===== src/rtl/rv32i_pkg.sv =====
// rv32i_pkg: shared definitions for the rv32i core.
//   XLEN          - data/PC width
//   NOP_INSTR     - canonical NOP (addi x0, x0, 0)
//   fetch_state_t - fetch stage control states
package rv32i_pkg;

  localparam int XLEN = 32;

  localparam logic [31:0] NOP_INSTR = 32'h0000_0013;

  typedef enum logic [1:0] {
    BOOT  = 2'd0,
    RUN   = 2'd1,
    FAULT = 2'd2
  } fetch_state_t;

endpackage


===== src/rtl/fetch_out_reg.sv =====
// fetch_out_reg: one-entry valid/ready pipeline register with flush.
//   clk, rst (async, active-low)
//   in_valid/in_data/in_ready : upstream side; a load happens on in_valid && in_ready
//   flush/flush_data          : drops the held entry and overwrites data; beats a load
//   out_valid/out_ready/out_data : downstream side
// The entry is replaced whenever it is empty or being consumed in the same cycle,
// so a full stream moves one entry per cycle.
module fetch_out_reg #(
  parameter int            W          = 64,
  parameter logic [W-1:0]  RESET_DATA = '0
) (
  input  logic         clk,
  input  logic         rst,
  input  logic         in_valid,
  input  logic [W-1:0] in_data,
  output logic         in_ready,
  input  logic         flush,
  input  logic [W-1:0] flush_data,
  output logic         out_valid,
  input  logic         out_ready,
  output logic [W-1:0] out_data
);

  logic         valid_q;
  logic [W-1:0] data_q;

  assign in_ready  = !valid_q || out_ready;
  assign out_valid = valid_q;
  assign out_data  = data_q;

  always_ff @(posedge clk or negedge rst) begin
    if (!rst) begin
      valid_q <= 1'b0;
      data_q  <= RESET_DATA;
    end else if (flush) begin
      valid_q <= 1'b0;
      data_q  <= flush_data;
    end else if (in_valid && in_ready) begin
      valid_q <= 1'b1;
      data_q  <= in_data;
    end
  end

endmodule


===== src/rtl/instr_fetch.sv =====
// instr_fetch: rv32i fetch stage in front of a combinational instruction Rom.
//   clk, rst (async, active-low)
//   rom_addr  : word address to the Rom, taken straight from pc
//   rom_data  : Rom word for rom_addr, same cycle
//   redirect_valid/redirect_pc : branch/jump target from execute
//   out_valid/out_ready/out_instr/out_pc : fetched word towards decode
//   fault     : sticky, set by a redirect to a non word-aligned target
module instr_fetch #(
  parameter int                XLEN      = rv32i_pkg::XLEN,
  parameter int                ROM_DEPTH = 64,
  parameter logic [XLEN-1:0]   RESET_PC  = '0
) (
  input  logic                          clk,
  input  logic                          rst,
  output logic [$clog2(ROM_DEPTH)-1:0]  rom_addr,
  input  logic [XLEN-1:0]               rom_data,
  input  logic                          redirect_valid,
  input  logic [XLEN-1:0]               redirect_pc,
  output logic                          out_valid,
  input  logic                          out_ready,
  output logic [XLEN-1:0]               out_instr,
  output logic [XLEN-1:0]               out_pc,
  output logic                          fault
);

  import rv32i_pkg::*;

  localparam int ADDR_W = $clog2(ROM_DEPTH);

  fetch_state_t      state, state_next;
  logic [XLEN-1:0]   pc, pc_next;
  logic              fault_next;
  logic              fetch_valid;
  logic              fetch_ready;
  logic              flush;
  logic [2*XLEN-1:0] out_data;

  // Rom aliases every ROM_DEPTH words; upper pc bits only show up in out_pc.
  assign rom_addr = pc[ADDR_W+1:2];

  always_ff @(posedge clk or negedge rst) begin
    if (!rst) begin
      state <= BOOT;
      pc    <= RESET_PC;
      fault <= 1'b0;
    end else begin
      state <= state_next;
      pc    <= pc_next;
      fault <= fault_next;
    end
  end

  always_comb begin
    state_next  = state;
    pc_next     = pc;
    fault_next  = fault;
    fetch_valid = 1'b0;
    flush       = 1'b0;
    unique case (state)
      BOOT: state_next = RUN;
      RUN: begin
        // A redirect always flushes; a word being handed to decode in this
        // same cycle still leaves, decode is responsible for squashing it.
        if (redirect_valid) begin
          flush = 1'b1;
          if (redirect_pc[1:0] == 2'b00) begin
            pc_next = redirect_pc;
          end else begin
            state_next = FAULT;
            fault_next = 1'b1;
          end
        end else begin
          fetch_valid = 1'b1;
          if (fetch_ready) pc_next = pc + XLEN'(4);
        end
      end
      FAULT: ;
      default: state_next = BOOT;
    endcase
  end

  fetch_out_reg #(
    .W          (2 * XLEN),
    .RESET_DATA ({XLEN'(NOP_INSTR), XLEN'(0)})
  ) u_out_reg (
    .clk        (clk),
    .rst        (rst),
    .in_valid   (fetch_valid),
    .in_data    ({rom_data, pc}),
    .in_ready   (fetch_ready),
    .flush      (flush),
    .flush_data ({XLEN'(NOP_INSTR), out_pc}),
    .out_valid  (out_valid),
    .out_ready  (out_ready),
    .out_data   (out_data)
  );

  assign out_instr = out_data[2*XLEN-1:XLEN];
  assign out_pc    = out_data[XLEN-1:0];

endmodule


===== config.mk =====
export PLATFORM = sky130hd
export DESIGN_NAME = instr_fetch
export DESIGN_NICKNAME = d
export VERILOG_FILES = /design/src/rtl/rv32i_pkg.sv /design/src/rtl/fetch_out_reg.sv /design/src/rtl/instr_fetch.sv
export SDC_FILE = /design/constraint.sdc
export NUM_CORES = 1
export LEC_CHECK = 0
export ABC_AREA = 1
export CELL_PAD_IN_SITES_DETAIL_PLACEMENT = 0
export CELL_PAD_IN_SITES_GLOBAL_PLACEMENT = 1
export CORE_ASPECT_RATIO = 0.5
export CORE_MARGIN = 2
export CORE_UTILIZATION = 29
export CTS_CLUSTER_DIAMETER = 60
export CTS_CLUSTER_SIZE = 20
export DETAILED_ROUTE_END_ITERATION = 10
export PLACE_DENSITY_LB_ADDON = 0.1
export SKIP_CTS_REPAIR_TIMING = 1
export SYNTH_ARGS = -nofsm -noshare
export SYNTH_HDL_FRONTEND = slang
export SYNTH_SLANG_ARGS = --single-unit
export TNS_END_PERCENT = 20

===== constraint.sdc =====
create_clock -name clk -period 4.4 [get_ports clk]
set_input_delay 0.44 -clock clk [delete_from_list [all_inputs] [get_ports clk]]
set_output_delay 0.44 -clock clk [all_outputs]
set_load 0.05 [all_outputs]

======== Yosys cells after proc, flatten, opt, wreduce, memory -nomap -nowiden ========
Index checks and enable logic that the tools add are counted.
operators by class
  bitwise logic cells ..................... 3
  muxes and demuxes ....................... 14
  equality and inequality tests ........... 5
  add/subtract/negate cells ............... 1
  reduce and logical (&&, ||, !) cells .... 11
operator list
  operator                 number
  $mux W64                 2
  $mux W32                 3
  $add A32 B3 Y32 const B  1
  $reduce_and A3 Y1        3
  $mux W1                  6
  $pmux W2 S3              1
  $logic_not A2 Y1         2
  $mux W2                  2
  $ne A2 B2 Y1 const B     2
  $reduce_bool A2 Y1       2
  $not A1 Y1               3
  $eq A2 B1 Y1 const B     1
  $eq A2 B2 Y1 const B     1
  $ne A2 B1 Y1 const B     1
  $reduce_and A2 Y1        1
  $logic_and A1 B1 Y1      1
  $logic_not A1 Y1         1
  $logic_or A1 B1 Y1       1
storage, ports and cells
  input bits .............................. 68
  output and inout port bits .............. 72
  logic and storage cells ................. 40
  bits in registers ....................... 100

======== Longest topological paths before layout ========
  word-level depth ........................ 5
  gate-level depth with buffers ........... 10
  depth with buffers taken out ............ 10

======== Cells and area by module ========
From an unflattened synthesis, not the netlist that was laid out.
second synthesis, totals
  cell total of the unflattened synthesis .. 911
  area total of the unflattened synthesis .. 6060.8 µm²
modules (own cells, without submodules)
  module         times used  seq. area each (µm²)  area each (µm²)  cells an instance
  fetch_out_reg  1           1630.3                3429.5           490
  instr_fetch    1           875.8                 2631.3           421

======== Least setup slack after synthesis ========
No wires, ideal clock.
  path kind ............................... flip-flop to flip-flop
  start ................................... register u_out_reg.valid_q, in the netlist u_out_reg.out_valid
  end ..................................... register u_out_reg.data_q[32], in the netlist u_out_reg.out_data[32]
  arrival time ............................ 1.482 ns
  slack ................................... 2.840 ns
  required time ........................... 4.322 ns
  setup time .............................. 0.078 ns
  period minus slack after synthesis ...... 1.560 ns
  buffers on the path ..................... 1
  cell stages (with the launch flop) ...... 7
  path through ............................ dfrtp_1 nand2_1 o21ai_4 buf_2 inv_2 o22ai_1 inv_1
between the ends
  cells in the longest elaborated chain, start to end .. 4
ends and longest elaborated chain
  item                                 line                 text
  start, declared                      fetch_out_reg.sv:24  logic valid_q;
  start signal, assigned               fetch_out_reg.sv:33  valid_q <= 1'b0;
  start signal, assigned               fetch_out_reg.sv:36  valid_q <= 1'b0;
  start signal, assigned               fetch_out_reg.sv:39  valid_q <= 1'b1;
  $logic_not A1 Y1                     fetch_out_reg.sv:27  assign in_ready = !valid_q || out_ready;
  $logic_or A1 B1 Y1                   fetch_out_reg.sv:27
  $logic_and A1 B1 Y1                  fetch_out_reg.sv:38  end else if (in_valid && in_ready) begin
  $reduce_bool A2 Y1 (no source line)  -
  end signal, assigned                 fetch_out_reg.sv:37  data_q <= flush_data;
  end signal, assigned                 fetch_out_reg.sv:40  data_q <= in_data;
  end, declared                        fetch_out_reg.sv:25  logic [W-1:0] data_q;
Every way passes these cells.
A chain may end at the register's enable or synchronous reset.

======== Final worst setup path ========
  start ................................... input port redirect_valid
  end ..................................... register pc[18]
between the ends
  cells in the longest elaborated chain, start to end .. 2
  elaborated cells on any way between the ends .. 4
  those cells by class .................... eq/ne (1); mux (1); reduce/logical (2)
ends and longest elaborated chain
  item                                                                        line               text
  start, declared                                                             instr_fetch.sv:17  input logic redirect_valid,
  $ne A2 B1 Y1 (no source line) / $reduce_bool A2 Y1 (equally long branches)  -
  $reduce_and A3 Y1 (no source line)                                          -
  end signal, assigned                                                        instr_fetch.sv:48  pc <= pc_next;
  end, declared                                                               instr_fetch.sv:31  logic [XLEN-1:0] pc, pc_next;
Several ways; a longest one is shown, not always the timed one.

==> run_results.csv <==
group,metric,value,unit
outcome,outcome,"finished clean",
logic_synthesis,synth_nets,661,
critical_path,rrSetupSlack,2.32,ns
sta,min_period,2.37,ns
critical_path,critical_path_class,"in -> reg",
routing,routedWlPerCell,14.9,microns
logic_synthesis,synthTopCellsByCount,"nand2_1, dfrtp_1, nor2_1",
grt,grt_max_degree,78,
sta,finalSetupTns,0,ns
clock_network,numCtsBuffers,9,
logic_synthesis,synth_flop_cell,"dfrtp_1",
finish,syn_to_final_growth,37.5,%
finish,fin_util,40.8,%
power,ir_drop,0.000339,V
critical_path,critPathArrivalTime,2.59,ns
sta,skew,0.00861,ns
routing,routed_wirelength,14.1,mm
clock_network,clockBufferDepth,2,
min_path,min_path_type,"in -> async",
power,clockPowerShare,15.5,%
clock_network,cts.sinks,100,
logic_synthesis,ys_types,33,
clock_network,clk_pin_slew,0.07,ns
logic_synthesis,avgSynthCellArea,8.24,sq um
power,total_power,5480,uW
floorplan,die_y,95.7,microns
floorplan,die_w,187,microns
power,switching_share,48.8,%
sta,finalSetupViolations,0,
finish,drive_above_1_share,7.21,%
power,intPower,2810,uW
logic_synthesis,syn-instance-count,592,
sta,hold_violations,0,
logic_synthesis,yosys_warnings,0,
clock_network,cts_root_buf,"clkbuf_16",
finish,nets,785,
logic_synthesis,synth.top_cell.area_share,49.8,%
sta,rsz0062_at_grt,"false",
logic_synthesis,synth_most_common_cell,"nand2_1",
sta,fmax,423,MHz
floorplan,die_area,17900,sq um
routing,first_pass_iters,7,
power,p_leak,0.00298,uW
finish,antenna_cells,0,
placement,gp_congestion,0.799,
floorplan,core_area,16400,sq um
logic_synthesis,ys_seq_elements,100,
logic_synthesis,ys_seq_area_share,51.4,%
critical_path,endpoint_kind,"flip-flop",
power,powerDensity,817,nW/um^2
placement,hpwl,10.0,mm
logic_synthesis,async_flop_share,100,%
critical_path,reg2reg_from,"u_out_reg.out_valid",
critical_path,path_max_fanout,33,
power,p_sw,2670,uW
sta,drv_slew,0,
grt,grt-ovfl-total,0,
routing,num_vias,4284,
clock_network,htree_levels,3,
sta,fin_crit_sh,53.8,%
critical_path,startpoint_type,"primary input",
critical_path,crit_start,"redirect_valid",
power,p_comb_share,53.5,%
grt,grt_pass1_wl,23.1,mm
critical_path,critPathCapture,"pc[18]",
placement,portBuffers,139,
logic_synthesis,synth_edf_count,0,
routing,route.detailed.drc,0,
grt,grt.total_usage,16.4,%
critical_path,worstRegToRegCells,7,
grt,antenna_found_initial,0,
logic_synthesis,ys_top_cells_by_area,"dfrtp_1, nand2_1, nor2_1",
routing,drtIter0Drc,194,
floorplan,io_pins,140,
sta,worstMarginPinSlew,1.02,ns
flow_run,drv_cap,0,
routing,postRouteAntennaNets,0,
critical_path,crit_required,4.62,ns
finish,fill_cells,1716,
grt,grt_pass1_vias,4222,
sta,relSlewSlack,31.9,%
clock_network,cts_tree,"done",
routing,post_drt_via_cell_ratio,4.52,
logic_synthesis,syn-cell-area,4880,sq um
logic_synthesis,yosysTopAreaCell,"dfrtp_1",
floorplan,num_rows,33,
floorplan,initial_core_util,29.7,%
clock_network,insertion_delay,0.35,ns
power,power.share.sequential,31.0,%
critical_path,timing.rr.end,"pc[18]",
logic make-up after synthesis:
kind of cell,synth area share (%)
simple gates,26.5
xor+xnor,0.180
fa+ha+maj,0.257
compound gates,13.9
buf+inv,7.80
flops,51.4
stage by stage:
stage | instances | setup slack [ns] | hold slack [ns] | area [sq um]
finish | 948 | 2.03 | 0.256 | 6710
global route | 948 | 1.79 | 0.346 | 6710
CTS | 948 | 1.95 | 0.304 | 6710
detailed placement | 932 | 1.58 | 0.458 | 6390
global placement | 932 | 1.62 | 0.458 | 6390
floorplan | 592 | 2.84 | 0.144 | 4880
worst min-delay path by stage:
stage / from / to / slack [ns] / cells past startpoint
after global placement: u_out_reg.out_data[3] / u_out_reg.out_data[3] / 0.46 / 2
after CTS: rst / u_out_reg.out_data[44] / 0.30 / 1
after detailed placement: u_out_reg.out_data[3] / u_out_reg.out_data[3] / 0.46 / 2
after global routing: rst / u_out_reg.out_data[44] / 0.35 / 1
final: rst / u_out_reg.out_data[44] / 0.26 / 1
after floorplan: rst / fault / 0.14 / 0
layout make-up:
cell class	instances	area, sq um	share of cell area [%]
repair buffers	143	1420	21.2
multi-input cells	411	1990	29.7
clock buffers	10	239	3.56
inverters	51	194	2.89
clock inverters	6	75.1	1.12
flip-flops and latches	100	2510	37.4
well taps	227	284	4.23
metal layers:
metal  share of wire, %  wire length (microns)  GRT usage (%)  up-vias
met4               0.79                    112           3.35        0
met5                  0                      0              0        -
met2                 43                   6030           25.4       99
li1                   -                      -              -     2162
met1                 51                   7250           23.5     2011
met3                5.0                    699           3.76       12
placed cells by master (no fill, tap or decap), drive strengths merged, types with 9 or more instances in the layout:
| cell | count |
|---|---|
| a22o | 29 |
| clkbuf | 10 |
| nand3 | 35 |
| nand2 | 181 |
| dfrtp | 97 |
| inv | 54 |
| clkdlybuf4s50 | 138 |
| o22ai | 9 |
| a21oi | 10 |
| o21ai | 51 |
| nor2 | 82 |
power groups by stage:
stage / registers (uW) / logic (uW) / clock network (uW)
after CTS: 1700 / 2970 / 875
after floorplan: 2670 / 1060 / 0
after detailed placement: 1720 / 2960 / 0
after global placement: 1710 / 2950 / 0
after global routing: 1770 / 3170 / 911
final: 1700 / 2930 / 852
sequential cells by signal, indices dropped and copies added, names as in the netlist:
signal	flops
fault	1
pc	32
state	2
u_out_reg.out_data	64
u_out_reg.out_valid	1
worst max-delay path: stages:
cell             delay, ns
clkdlybuf4s50_1       0.41
buf_4                 0.22
o21ai_4               0.77
nor2_8                0.19
inv_4                 0.34
nor2_1                0.07
nand2_1               0.07
o21ai_1               0.05
Note: power is estimated with default switching activity, not from simulation.
